===== src/rtl/tmds_channel_decoder.sv =====
// Purpose: word alignment and TMDS decode for one DVI/TMDS sink channel.
// Latency: 1 cycle from the aligned word to the registered data/de/ctrl/out_valid outputs.
// Backpressure: none. raw_valid=0 freezes state, counters and outputs, and forces out_valid=0.
// Ports: clk, reset (synchronous, active-high); raw_valid/raw_word come from the deserializer
//        (bit 0 is received first); data/de/ctrl/out_valid carry the decoded word;
//        locked/offset report the alignment status.
module tmds_channel_decoder #(
  parameter int TOKEN_RUN     = 8,
  parameter int SEARCH_WINDOW = 4096,
  parameter int LOSS_TIMEOUT  = 4096
) (
  input  logic       clk,
  input  logic       reset,
  input  logic       raw_valid,
  input  logic [9:0] raw_word,
  output logic [7:0] data,
  output logic       de,
  output logic [1:0] ctrl,
  output logic       out_valid,
  output logic       locked,
  output logic [3:0] offset
);

  localparam int RUN_W  = $clog2(TOKEN_RUN) + 1;
  localparam int WIN_W  = $clog2(SEARCH_WINDOW) + 1;
  localparam int LOSS_W = $clog2(LOSS_TIMEOUT) + 1;
  localparam logic [RUN_W-1:0]  RUN_LAST  = RUN_W'(TOKEN_RUN - 1);
  localparam logic [WIN_W-1:0]  WIN_LAST  = WIN_W'(SEARCH_WINDOW - 1);
  localparam logic [LOSS_W-1:0] LOSS_LAST = LOSS_W'(LOSS_TIMEOUT - 1);

  typedef enum logic {S_SEARCH = 1'b0, S_LOCKED = 1'b1} state_t;

  state_t            state_q, state_d;
  logic [9:0]        prev_q, prev_d;
  logic [3:0]        offset_q, offset_d;
  logic [RUN_W-1:0]  run_q, run_d;
  logic [WIN_W-1:0]  win_q, win_d;
  logic [LOSS_W-1:0] loss_q, loss_d;
  logic [7:0]        data_q, data_d;
  logic              de_q, de_d;
  logic [1:0]        ctrl_q, ctrl_d;
  logic              out_valid_q, out_valid_d;

  // The largest offset (9) reaches bit 18, so raw_word[9] never enters the window.
  logic [18:0] window;
  logic [9:0]  aligned;
  logic        is_tok;
  logic [1:0]  tok_c;
  logic [7:0]  t_byte;
  logic [7:0]  dec_byte;
  logic        lock_hit;
  logic        loss_hit;

  // Older bits sit at the low end, so a higher offset skips further into the stream.
  always_comb begin
    window  = {raw_word[8:0], prev_q};
    aligned = window[9:0];
    for (int o = 1; o < 10; o++) begin
      if (offset_q == 4'(o)) aligned = window[o +: 10];
    end
  end

  always_comb begin
    is_tok = 1'b1;
    tok_c  = 2'b00;
    case (aligned)
      10'b1101010100: tok_c = 2'b00;
      10'b0010101011: tok_c = 2'b01;
      10'b0101010100: tok_c = 2'b10;
      10'b1010101011: tok_c = 2'b11;
      default:        is_tok = 1'b0;
    endcase
  end

  // Undo the optional inversion (bit 9), then the XOR/XNOR chain (bit 8 selects XOR).
  always_comb begin
    t_byte      = aligned[9] ? ~aligned[7:0] : aligned[7:0];
    dec_byte    = 8'h00;
    dec_byte[0] = t_byte[0];
    for (int i = 1; i < 8; i++) begin
      dec_byte[i] = aligned[8] ? (t_byte[i] ^ t_byte[i-1]) : ~(t_byte[i] ^ t_byte[i-1]);
    end
  end

  assign lock_hit = is_tok && (run_q == RUN_LAST);
  assign loss_hit = !is_tok && (loss_q == LOSS_LAST);

  // State register
  always_ff @(posedge clk) begin
    if (reset) state_q <= S_SEARCH;
    else       state_q <= state_d;
  end

  // Next-state logic
  always_comb begin
    state_d = state_q;
    if (raw_valid) begin
      case (state_q)
        S_SEARCH: if (lock_hit) state_d = S_LOCKED;
        S_LOCKED: if (loss_hit) state_d = S_SEARCH;
        default:  state_d = S_SEARCH;
      endcase
    end
  end

  // Counters and decoded outputs
  always_comb begin
    prev_d      = prev_q;
    offset_d    = offset_q;
    run_d       = run_q;
    win_d       = win_q;
    loss_d      = loss_q;
    data_d      = data_q;
    de_d        = de_q;
    ctrl_d      = ctrl_q;
    out_valid_d = 1'b0;
    if (raw_valid) begin
      prev_d = raw_word;
      case (state_q)
        S_SEARCH: begin
          de_d   = 1'b0;
          data_d = 8'h00;
          loss_d = '0;
          if (lock_hit) begin
            // Lock takes priority over window expiry, so the offset stays put.
            run_d = '0;
            win_d = '0;
          end else if (win_q == WIN_LAST) begin
            offset_d = (offset_q == 4'd9) ? 4'd0 : offset_q + 4'd1;
            run_d    = '0;
            win_d    = '0;
          end else begin
            win_d = win_q + WIN_W'(1);
            run_d = is_tok ? run_q + RUN_W'(1) : '0;
          end
        end
        S_LOCKED: begin
          if (is_tok) begin
            de_d        = 1'b0;
            ctrl_d      = tok_c;
            loss_d      = '0;
            out_valid_d = 1'b1;
          end else if (loss_hit) begin
            // The word that drops lock is swallowed and the search resumes at this offset.
            de_d   = 1'b0;
            data_d = 8'h00;
            loss_d = '0;
            run_d  = '0;
            win_d  = '0;
          end else begin
            de_d        = 1'b1;
            data_d      = dec_byte;
            loss_d      = loss_q + LOSS_W'(1);
            out_valid_d = 1'b1;
          end
        end
        default: ;
      endcase
    end
  end

  always_ff @(posedge clk) begin
    if (reset) begin
      prev_q      <= 10'h000;
      offset_q    <= 4'd0;
      run_q       <= '0;
      win_q       <= '0;
      loss_q      <= '0;
      data_q      <= 8'h00;
      de_q        <= 1'b0;
      ctrl_q      <= 2'b00;
      out_valid_q <= 1'b0;
    end else begin
      prev_q      <= prev_d;
      offset_q    <= offset_d;
      run_q       <= run_d;
      win_q       <= win_d;
      loss_q      <= loss_d;
      data_q      <= data_d;
      de_q        <= de_d;
      ctrl_q      <= ctrl_d;
      out_valid_q <= out_valid_d;
    end
  end

  assign data      = data_q;
  assign de        = de_q;
  assign ctrl      = ctrl_q;
  assign out_valid = out_valid_q;
  assign locked    = (state_q == S_LOCKED);
  assign offset    = offset_q;

endmodule

===== config.mk =====
export PLATFORM = sky130hd
export DESIGN_NAME = tmds_channel_decoder
export DESIGN_NICKNAME = d
export VERILOG_FILES = /design/src/rtl/tmds_channel_decoder.sv
export SDC_FILE = /design/constraint.sdc
export NUM_CORES = 1
export LEC_CHECK = 0
export ABC_AREA = 1
export CORE_UTILIZATION = 45
export CTS_CLUSTER_SIZE = 12
export DETAILED_ROUTE_END_ITERATION = 7
export MAX_ROUTING_LAYER = met4
export PLACE_DENSITY_LB_ADDON = 0.15
export SYNTH_ARGS = -nofsm -noshare
export SYNTH_HDL_FRONTEND = slang
export SYNTH_SLANG_ARGS = --single-unit

===== constraint.sdc =====
create_clock -name clk -period 4.4 [get_ports clk]
set_clock_uncertainty 0.15 [all_clocks]
set_input_delay 0.88 -clock clk [delete_from_list [all_inputs] [get_ports clk]]
set_output_delay 0.88 -clock clk [all_outputs]
set_load 0.02 [all_outputs]

==> impl.org <==
** Run status
- Result of the run :: finished clean

** Place
- Count of port buffers added during placement :: 29
- Cell total after placement :: 809
- Once placement finished, the instance area stood at 4630 µm².
- At the end of routability-driven placement, the weighted congestion stood at between 0.9 and 1.
- The HPWL after detailed placement is 8040 µm.

** Finish
- In the final design database the tool counted 714 nets.
- Relative to the synthesized area, the layout overhead comes to 12.1%.
- After routing the design area is 4830 µm².
- After the flow finishes, the layout carries non-filler instances totaling 825.
- Antenna diode count :: 0
- Total of fill cells in the finished design :: 991
- Ratio of cells with drive above 1 in the final layout :: 0.121

** GRT
- The number of antenna violations at the first check in global routing was 0.
- First-pass GRT wire length :: 19300 µm
- Largest net degree at the start of global routing :: 34
- Across every metal layer, demand over resource in global routing totals 0.251.
- Via count of the first global-routing pass :: 4063
- Congestion Overflow GR :: 0

** Timing
- F_max :: 0.273 GHz
- Worst slew margin relative to its limit :: 0.480
- Setup violations remaining at the end of the flow were counted as 0.
- Slew at the pin closest to its max-slew limit :: a little under 0.8 ns
- Of the available clock period, the critical path in the final layout requires 0.832.
- Setup repair after global routing left no endpoint under its margin.
- The final-report max-slew violation count was 0.
- Final setup TNS :: 0 ns
- Min Tclk post-route :: 3.66 ns
- The final count of hold timing violations is 0.

** Floorplanning
- 30 I/O pins were placed.
- The die covers 9980 µm².
- Effective utilization at floorplan :: 0.465
- After floorplanning, the core was sized to cover 9280 µm².
- Row count :: 35
- Overall die height :: 99.9 µm
- The floorplan step set the die width to 99.9 µm.

** Synthesis
- Synth Cell Area :: 4310 µm²
- By count the netlist is led by 170 x sky130_fd_sc_hd__nand2_1, 72 x sky130_fd_sc_hd__a21oi_1, 65 x sky130_fd_sc_hd__inv_1, 57 x sky130_fd_sc_hd__dfxtp_1.
- Mapped Cells :: just under 700
- Post-synth EDFFs :: 0
- Post-synth ARST share :: 0
- In this run, synthesis produced a sequential element count of 57.
- During synthesis, Yosys emitted a total of 0 warnings.
- Average instance area after synthesis :: 6.40 µm²
- Number of distinct standard cells referenced by the synthesized netlist :: 38
- Post-synth top area cell :: sky130_fd_sc_hd__dfxtp_1
- Synth Net Count :: between 600 and 700
- Of the post-synthesis cell area, the dominant cell type holds 0.265.
- For this run, the register share of the synthesized area comes to 0.265.
- Yosys attributes the largest share of cell area to sky130_fd_sc_hd__dfxtp_1 26%, sky130_fd_sc_hd__nand2_1 15%, sky130_fd_sc_hd__a21oi_1 8.4%.
- Among all cell types in the netlist, the one instantiated most often is sky130_fd_sc_hd__nand2_1.
- Post-synth top flop :: sky130_fd_sc_hd__dfxtp_1

** Drt
- Number of detailed-routing iterations run before antenna repair :: 5
- DRC viols :: 0
- Vias per std cell :: about 5.3
- In this run, the number of DRC markers left after iteration 0 of detailed routing was 175.
- Final wirelength :: 11400 µm
- Per-cell routed wire length :: 13.8 µm
- Post-route antenna net violation count :: 0
- The detailed router placed 4342 vias in this run.

** Clock tree
- Skew-Pair Late Insertion Delay :: between 0.3 and 0.4 ns
- TritonCTS built the clock tree.
- Clock root buffer :: sky130_fd_sc_hd__clkbuf_8
- Number of clock buffers inserted by TritonCTS :: 9
- The number of hold buffers added after CTS was 0.
- Post-cts resize count :: 0
- After clock tree synthesis, the clock-pin slew on the worst setup and hold paths is 0.07 ns.
- Counting along the longest clock path gives a buffer depth of 2.
- The H-tree generated during clock tree synthesis spans 3 levels.
- Post-CTS setup repair buffer count :: 0
- Number of sinks on the clock net :: 57

** Critical path
- Critical Path Slowest Stage Cell :: sky130_fd_sc_hd__dfxtp_1
- Largest fanout on the critical path :: 16
- In this run the register-to-register setup slack is 0.74 ns.
- Crit end category :: flip-flop
- Stage delay of the slowest cell on the critical path :: 0.43 ns
- STA puts the critical path data arrival time at around 3.7 ns.
- The worst setup path is of the reg2reg kind.
- The signal on the critical path passes through inv_1 > nand2_2 > inv_1 > nand2_1 > inv_2 > a21oi_1 > o21ai_0 > o211ai_1 > nand2_1 > o21bai_1 > nand2_1 > o21ai_0 > inv_1 > ha_1 > nand3_1 > a21oi_2 > nand3_4 > nand2_4 > nand2_4 > nand3_2 > o21ai_0 > a21oi_1.
- CP Launch Type :: flip-flop
- Crit path required time :: 4.47 ns

** Power and ir drop
- For this design the ratio of total power to cell area is 255 nW/µm².
- Leakage power :: between 1.5 and 2 nW
- Largest voltage drop on the vdd net :: roughly 0.12 mV
- Total power for the finished layout comes to around 1.2 mW.

** Job
- Max-cap violations in this run came to 0.

** Worst hold path
- Hold crit path type :: reg2reg
sequential cells by signal, summed over array words and instances (netlist names), 2 cells and up:
name    count
data        8
run_q       4
offset      4
loss_q     13
ctrl        2
win_q      13
prev_q     10
stage by stage:
stage          worst slack, ns  hold slack, ns   util
6_report                 0.741           0.298  0.521
5_1_grt                  0.317           0.305  0.521
4_1_cts                  0.771           0.297  0.521
3_5_place_dp             0.557           0.282  0.499
3_3_place_gp             0.614           0.282  0.499
2_1_floorplan             1.18           0.272      -
where the power goes:
part           total (mW)  switching, mW  internal (mW)
Clock               0.507          0.230          0.278
Sequential          0.542         0.0125          0.530
Combinational       0.182          0.117         0.0656
Total                1.23          0.359          0.873
cells by family (layout without fill, tap and decap cells):
| kind of cell | count (synthesis) | after routing | synth area share |
|---|---|---|---|
| and+or+nand+nor | 315 | 315 | 0.340 |
| AOI/OAI and AO/OA | 161 | 161 | 0.209 |
| buffers and inverters | 109 | 131 | 0.112 |
| DFF | 57 | 57 | 0.265 |
| xor gates and xnor gates | 22 | 22 | 0.0447 |
| adders and majority gates | 10 | 10 | 0.0290 |
placed cells by master, fill, tap and decap left out, types with 2 or more instances in the layout:
master,n
sky130_fd_sc_hd__clkinvlp_4,3
sky130_fd_sc_hd__a21oi_2,13
sky130_fd_sc_hd__inv_1,65
sky130_fd_sc_hd__nor2_4,4
sky130_fd_sc_hd__clkbuf_8,10
sky130_fd_sc_hd__a21oi_1,72
sky130_fd_sc_hd__or2_2,4
sky130_fd_sc_hd__buf_4,6
sky130_fd_sc_hd__o21ai_0,56
sky130_fd_sc_hd__ha_1,10
sky130_fd_sc_hd__clkinv_1,2
sky130_fd_sc_hd__nand2_1,170
sky130_fd_sc_hd__nand3_4,3
sky130_fd_sc_hd__inv_2,11
sky130_fd_sc_hd__nand3_2,2
sky130_fd_sc_hd__dfxtp_1,57
sky130_fd_sc_hd__xnor2_1,7
sky130_fd_sc_hd__nand2_2,15
sky130_fd_sc_hd__nor2_1,56
sky130_fd_sc_hd__nand2_4,5
sky130_fd_sc_hd__clkdlybuf4s50_1,29
sky130_fd_sc_hd__clkinv_2,2
sky130_fd_sc_hd__nor3_1,3
sky130_fd_sc_hd__nand3_1,38
sky130_fd_sc_hd__o211ai_1,10
sky130_fd_sc_hd__xor2_1,15
sky130_fd_sc_hd__o21ai_1,4
sky130_fd_sc_hd__nand4_1,11
sky130_fd_sc_hd__nor4_1,2
sky130_fd_sc_hd__o21bai_1,2
routing by layer:
layer | routed length, µm | GRT usage | share of wire | vias up
met2 | 5340 | 0.408 | 0.47 | 115
met3 | 532 | 0.0411 | 0.047 | 19
li1 | - | - | - | 2223
met5 | 0 | - | 0 | -
met4 | 187 | 0.0860 | 0.016 | 0
met1 | 5290 | 0.315 | 0.47 | 1985
final cells by class:
| cell class | instances | area, µm² | area share |
|---|---|---|---|
| clock buffers | 10 | 138 | 0.0285 |
| clock inverters | 6 | 66.3 | 0.0137 |
| inverters | 80 | 304 | 0.0629 |
| multi-input cells | 508 | 2690 | 0.556 |
| flip-flops and latches | 57 | 1140 | 0.236 |
| well taps | 129 | 161 | 0.0334 |
| repair buffers | 35 | 335 | 0.0694 |
path summary, 6_finish.rpt:
check	start	end	cells after the start
hold / removal	loss_q[12]	loss_q[12]	2
hold reg to reg	loss_q[12]	loss_q[12]	2
setup reg to reg	offset[3]	offset[3]	22
setup / recovery	offset[3]	offset[3]	22
worst max-delay path: cells and delay by family (launching register included):
kind | cells | cell delay, ns
flip-flops | 1 | 0.43
AND/OR/NAND/NOR | 9 | 1.31
buffers and inverters | 4 | 0.46
adder cells (fa/ha/maj) | 1 | 0.21
AO/OA/AOI/OAI | 8 | 0.97
Power figures use the tool's default switching activity.
